<file path="src/rtl/ram_arb_pkg.sv">
// Shared definitions for the program/data RAM arbiter.
// Latency: n/a (types and constants only).
// Backpressure: n/a.
`timescale 1ns/1ps
package ram_arb_pkg;

  typedef enum logic [1:0] {
    ST_IDLE  = 2'd0,
    ST_ISSUE = 2'd1,
    ST_WAIT  = 2'd2,
    ST_ACK   = 2'd3
  } state_t;

  localparam logic OWNER_CPU = 1'b0;
  localparam logic OWNER_LD  = 1'b1;

endpackage

</file>
<file path="src/rtl/rr_pick2.sv">
// Two-way round-robin picker: grants the single requester, or the one not granted last.
// Latency: combinational.
// Backpressure: none; the caller decides when to consume the grant.
`timescale 1ns/1ps
module rr_pick2 (
  input  logic [1:0] req,
  input  logic       last,
  output logic       gnt_valid,
  output logic       gnt_idx
);

  // On contention favour the index that did not win last time.
  always_comb begin
    gnt_valid = |req;
    gnt_idx   = 1'b0;
    if (req == 2'b11) begin
      gnt_idx = ~last;
    end else begin
      gnt_idx = req[1];
    end
  end

endmodule

</file>
<file path="src/rtl/ram_arbiter.sv">
// Shares one synchronous single-port RAM between the CPU and the program loader.
// Latency: grant in IDLE at cycle 0, ram_en at cycle 1, ack at cycle 2+RD_LAT.
// Backpressure: requesters hold req until their one-cycle ack; ld_lock starves the CPU.
`timescale 1ns/1ps
module ram_arbiter
  import ram_arb_pkg::*;
#(
  parameter int ADDR_W = 8,
  parameter int DATA_W = 8,
  parameter int RD_LAT = 1
) (
  input  logic              clk,
  input  logic              reset,
  input  logic              cpu_req,
  input  logic              cpu_we,
  input  logic [ADDR_W-1:0] cpu_addr,
  input  logic [DATA_W-1:0] cpu_wdata,
  output logic              cpu_ack,
  output logic [DATA_W-1:0] cpu_rdata,
  output logic              cpu_stall,
  input  logic              ld_req,
  input  logic              ld_we,
  input  logic [ADDR_W-1:0] ld_addr,
  input  logic [DATA_W-1:0] ld_wdata,
  output logic              ld_ack,
  output logic [DATA_W-1:0] ld_rdata,
  input  logic              ld_lock,
  output logic              ram_en,
  output logic              ram_we,
  output logic [ADDR_W-1:0] ram_addr,
  output logic [DATA_W-1:0] ram_wdata,
  input  logic [DATA_W-1:0] ram_rdata,
  output logic              busy,
  output logic              owner
);

  generate
    if (RD_LAT < 1 || RD_LAT > 4) begin : g_bad_rd_lat
      $error("ram_arbiter: RD_LAT must be in 1..4");
    end
  endgenerate

  // Counter reload so that WAIT spans exactly RD_LAT cycles.
  localparam logic [1:0] LAT_LOAD = 2'(RD_LAT - 1);

  state_t      state;
  state_t      state_nxt;
  logic [1:0]  lat_cnt;
  logic        rr_last;
  logic        gnt_valid;
  logic        gnt_idx;
  logic [DATA_W-1:0] cpu_rdata_q;
  logic [DATA_W-1:0] ld_rdata_q;

  // The CPU drops out of arbitration entirely while the loader holds the lock.
  rr_pick2 u_pick (
    .req       ({ld_req, cpu_req & ~ld_lock}),
    .last      (rr_last),
    .gnt_valid (gnt_valid),
    .gnt_idx   (gnt_idx)
  );

  // State register.
  always_ff @(posedge clk) begin
    if (reset) begin
      state <= ST_IDLE;
    end else begin
      state <= state_nxt;
    end
  end

  // Next-state decode and the combinational status/ack outputs.
  always_comb begin
    state_nxt = state;
    cpu_ack   = 1'b0;
    ld_ack    = 1'b0;
    case (state)
      ST_IDLE:  if (gnt_valid) state_nxt = ST_ISSUE;
      ST_ISSUE: state_nxt = ST_WAIT;
      ST_WAIT:  if (lat_cnt == 2'd0) state_nxt = ST_ACK;
      ST_ACK: begin
        state_nxt = ST_IDLE;
        cpu_ack   = (owner == OWNER_CPU);
        ld_ack    = (owner == OWNER_LD);
      end
      default:  state_nxt = ST_IDLE;
    endcase
  end

  // Request latching, RAM strobes, latency counter, read capture and fairness pointer.
  always_ff @(posedge clk) begin
    if (reset) begin
      owner       <= OWNER_CPU;
      rr_last     <= OWNER_LD;
      lat_cnt     <= 2'd0;
      ram_en      <= 1'b0;
      ram_we      <= 1'b0;
      ram_addr    <= '0;
      ram_wdata   <= '0;
      cpu_rdata_q <= '0;
      ld_rdata_q  <= '0;
    end else begin
      ram_en <= 1'b0;
      ram_we <= 1'b0;
      case (state)
        ST_IDLE: begin
          if (gnt_valid) begin
            owner     <= gnt_idx;
            ram_en    <= 1'b1;
            ram_we    <= (gnt_idx == OWNER_LD) ? ld_we    : cpu_we;
            ram_addr  <= (gnt_idx == OWNER_LD) ? ld_addr  : cpu_addr;
            ram_wdata <= (gnt_idx == OWNER_LD) ? ld_wdata : cpu_wdata;
          end
        end
        ST_ISSUE: lat_cnt <= LAT_LOAD;
        ST_WAIT: begin
          if (lat_cnt == 2'd0) begin
            if (owner == OWNER_LD) ld_rdata_q  <= ram_rdata;
            else                   cpu_rdata_q <= ram_rdata;
          end else begin
            lat_cnt <= lat_cnt - 2'd1;
          end
        end
        ST_ACK:  rr_last <= owner;
        default: ;
      endcase
    end
  end

  assign cpu_rdata = cpu_rdata_q;
  assign ld_rdata  = ld_rdata_q;
  assign cpu_stall = cpu_req & ~cpu_ack;
  assign busy      = (state != ST_IDLE);

endmodule

</file>
<file path="config.mk">
export PLATFORM = sky130hd
export DESIGN_NAME = ram_arbiter
export DESIGN_NICKNAME = d
export VERILOG_FILES = /design/src/rtl/ram_arb_pkg.sv /design/src/rtl/rr_pick2.sv /design/src/rtl/ram_arbiter.sv
export SDC_FILE = /design/constraint.sdc
export NUM_CORES = 1
export LEC_CHECK = 0
export CAP_MARGIN = 20
export CORE_MARGIN = 5
export CORE_UTILIZATION = 40
export CTS_BUF_LIST = sky130_fd_sc_hd__clkbuf_8 sky130_fd_sc_hd__clkbuf_16
export DETAILED_ROUTE_END_ITERATION = 10
export HOLD_SLACK_MARGIN = 0.12
export PLACE_DENSITY = 0.82
export RECOVER_POWER = 100
export SETUP_SLACK_MARGIN = 0.3
export SLEW_MARGIN = 20
export SYNTH_ARGS = -nofsm -noshare
export SYNTH_HDL_FRONTEND = slang
export SYNTH_SLANG_ARGS = --single-unit
</file>
<file path="constraint.sdc">
create_clock -name clk -period 1.7 [get_ports clk]
set_clock_uncertainty 0.15 [all_clocks]
set_input_delay 0.255 -clock clk [delete_from_list [all_inputs] [get_ports clk]]
set_output_delay 0.255 -clock clk [all_outputs]
set_load 0.02 [all_outputs]
</file>
==> flow_metrics.env <==
export IMPL_r2r_start="state[0]$_SDFFE_PP0P_"
export IMPL_slew_headroom_pct=64.47
export IMPL_fmax_mhz=605.4
export IMPL_vias=1847
export IMPL_worst_slew_pin_transition_ns=0.5330
export IMPL_setup_worst_path_class="register to register"
export IMPL_route_antenna_remaining_nets=0
export IMPL_critPathTopFamily="compound AO/OA/AOI/OAI gates"
export IMPL_synth_largest_area_cell="dfxtp_1"
export IMPL_min_period_ns=1.652
export IMPL_layout_area_overhead_vs_synth_pct=89.23
export IMPL_floorplan_core_area_sq_um=4324
export IMPL_synthesis_nets=240
export IMPL_synth_cell_types=31
export IMPL_critical_path_reg2reg_endpoint="state[0]$_SDFFE_PP0P_"
export IMPL_slowest_delay_ns=0.40
export IMPL_route_detailed_wl_per_inst_um=17.63
export IMPL_most_frequently_used_flop_master_after_synthesis="dfxtp_1"
export IMPL_critPathArrivalTime_ns=1.70
export IMPL_number_of_hold_violations_in_the_final_report=0
export IMPL_synth_top_cells_by_area="dfxtp_1 45%, mux2i_1 10%, nor2_1 8.9%"
export IMPL_result_of_the_run="finished clean"
export IMPL_clockBufferDepth=2
export IMPL_drt_pre_antenna_iters=4
export IMPL_finalWeightedCongestion=0.7771
export IMPL_clock_sinks=40
export IMPL_cp_num_buf_inv=1
export IMPL_post_route_drc_count=0
export IMPL_yosysWarnings=0
export IMPL_setup_violations=0
export IMPL_post_synth_instance_area_sq_um=1778
export IMPL_synthesis_instances=188
export IMPL_max_cap_viol_count=0
export IMPL_dieArea_sq_um=5878
export IMPL_die_w_um=76.67
export IMPL_worstPathRequired_ns=1.75
export IMPL_grt_first_pass_wirelength_um=9542
export IMPL_power_density_nw_per_um2=1412
export IMPL_tcrit_tclk_final_pct=97.16
export IMPL_crit_chain="inv_4 -> ha_1 -> nand2b_4 -> o31a_1 -> nor2_1 -> a211oi_1"
export IMPL_yosysSeqAreaShare_pct=45.04
export IMPL_timing_setup_tns_ns=0
export IMPL_port_buffers=85
export IMPL_power_share_sequential_pct=27.7
export IMPL_grt_pass1_vias=1916
export IMPL_reg2reg_setup_slack_ns=0.05
export IMPL_final_cell_mix="42 x clkdlybuf4s50_1, 36 x dfxtp_1, 33 x nor2_1"
export IMPL_post_route_worst_setup_slack_ns=0.04833
export IMPL_slowest_cp_cell="dfxtp_4"
export IMPL_post_synth_edffs=0
export IMPL_min_delay_path_class="primary input to register"
export IMPL_fraction_of_layout_cells_with_a_size_suffix_above_1_pct=35.64
export IMPL_design_final_nets=354
export IMPL_cts_tree="yes"
export IMPL_holdWs_ns=0.2691
export IMPL_grt_start_max_net_pins=24
export IMPL_worst_setup_hold_path_clk_slew_ns=0.09
export IMPL_internal_power_uw=2910
export IMPL_floorplan_rows=24
export IMPL_n_antenna_cell=0
export IMPL_track_usage_pct=19.92
export IMPL_timing_hold_worst_path_depth=2
export IMPL_power_clock_fraction_pct=14.5
export IMPL_leakage_power_figure_uw=0.001418
export IMPL_worst_hold_startpoint="reset"
export IMPL_route_final_wire_length_um=6259
export IMPL_root_buffer_cell="clkbuf_8"
export IMPL_floorplan_initialDensity_pct=41.12
export IMPL_end_point_of_the_most_critical_hold_path="owner$_SDFFE_PP0P_"
export IMPL_pwr_share_comb_pct=57.8
export IMPL_number_of_buffers_created_by_cts=5
export IMPL_total_switching_power_uw=1843
export IMPL_critPathLaunchType="register"
export IMPL_via_per_inst=5.203
export IMPL_rsz0062_at_grt="yes"
export IMPL_slew_violations=0
export IMPL_switching_share_pct=38.77
export IMPL_worst_path_max_fanout=4
export IMPL_antenna_found_initial=0
export IMPL_layout_cells_most_common="clkdlybuf4s50_1"
export IMPL_skew_pair_late_insertion_delay_ns=0.30
export IMPL_synth_top_area_share_pct=45.04
export IMPL_num_io_pins=86
export IMPL_cp_end_kind="register"
export IMPL_synthesis_area_per_instance_sq_um=9.457
export IMPL_hpwlAfterDp_um=3605
export IMPL_die_height_um=76.67
export IMPL_ctsHtreeMaxLevel=2
export IMPL_number_of_violations_reported_at_the_end_of_detailed_routing_iteration_0=131
export IMPL_grt_ovfl_total=0
export IMPL_peakVddDrop_mv=0.8282
export IMPL_r2r_cells=6
export IMPL_postSynthRegisterBits=40
export IMPL_pre_cts_ws_ns=-0.1677
export IMPL_synth_async_reset_ratio_pct=0
through the flow:
stage | cells | instance area (sq um) | power (uW) | util [%]
finish | 355 | 3364 | 4752 | 77.81
global route | 355 | 3364 | 4984 | 77.81
CTS | 352 | 3289 | 4485 | 76.07
detailed placement | 332 | 2805 | 3110 | 64.87
global placement | 332 | 2805 | 3064 | 64.87
floorplan | 188 | 1794 | 2300 | -
flip-flops by register name (all words and copies together) (netlist names):
name,flops
cpu_rdata,8
ld_rdata,8
ram_addr,8
ram_wdata,8
lat_cnt,2
state,2
owner,1
ram_en,1
ram_we,1
rr_last,1
per-layer routing:
metal / share of wire (%) / GRT usage (%) / vias up
met1: 41 / 23.88 / 890
met2: 51 / 34.97 / 76
met3: 6.3 / 4.567 / 12
met4: 1.8 / 6.119 / 0
li1: - / - / 869
met5: 0 / 0 / -
cells by family (layout without fill, tap and decap cells):
family                     Yosys count  after routing  synth area share [%]
muxes                               18             18                 10.13
adders and majority gates            5              5                 3.519
and+or+nand+nor                     67             67                 15.98
DFF                                 40             40                 45.04
AOI/OAI and AO/OA                   41             41                 19.92
buffers and inverters               17            132                 5.418
power by group through the flow:
stage	logic, uW	clock network (uW)	registers (uW)
floorplan	820	0	1480
global placement	1800	0	1260
detailed placement	1840	0	1270
CTS	2500	686	1300
global route	2900	744	1340
finish	2750	690	1320
timing repair:
action / 4_1_cts / 5_1_grt
setup endpoints to repair: 77 / 68
hold buffers: 0 / 0
pin swaps: 13 / 13
gates resized for setup: 121 / 54
setup buffers: 7 / 3
cloned: 5 / 0
cell type report:
cell class / count / area, sq um
clock buffers: 6 / 82.58
clock inverters: 2 / 15.01
fillers: 282 / 959.7
inverters: 8 / 40.04
multi-input cells: 131 / 1145
flip-flops and latches: 40 / 810.8
well taps: 52 / 65.06
repair buffers: 116 / 1206
cell usage after synthesis, types with 2 or more instances:
| library cell | instances |
|---|---|
| a211oi_1 | 8 |
| a211oi_2 | 9 |
| a21oi_1 | 9 |
| a21oi_2 | 9 |
| buf_4 | 2 |
| clkbuf_1 | 3 |
| dfxtp_1 | 40 |
| ha_1 | 5 |
| inv_1 | 8 |
| mux2i_1 | 18 |
| nand2_1 | 16 |
| nor2_1 | 42 |
how the worst max path moves through the flow:
stage / cells past startpoint / endpoint / slack (ns) / from
global placement: 3 / cpu_stall / -0.15 / cpu_req
detailed placement: 3 / cpu_stall / -0.17 / cpu_req
finish: 6 / state[0]$_SDFFE_PP0P_ / 0.05 / state[0]$_SDFFE_PP0P_
floorplan: 6 / state[1]$_SDFFE_PP0P_ / 0.24 / state[0]$_SDFFE_PP0P_
CTS: 5 / cpu_stall / 0.09 / state[1]$_SDFFE_PP0P_
global route: 6 / state[1]$_SDFFE_PP0P_ / -0.03 / state[0]$_SDFFE_PP0P_
Power figures use the tool's default switching activity.
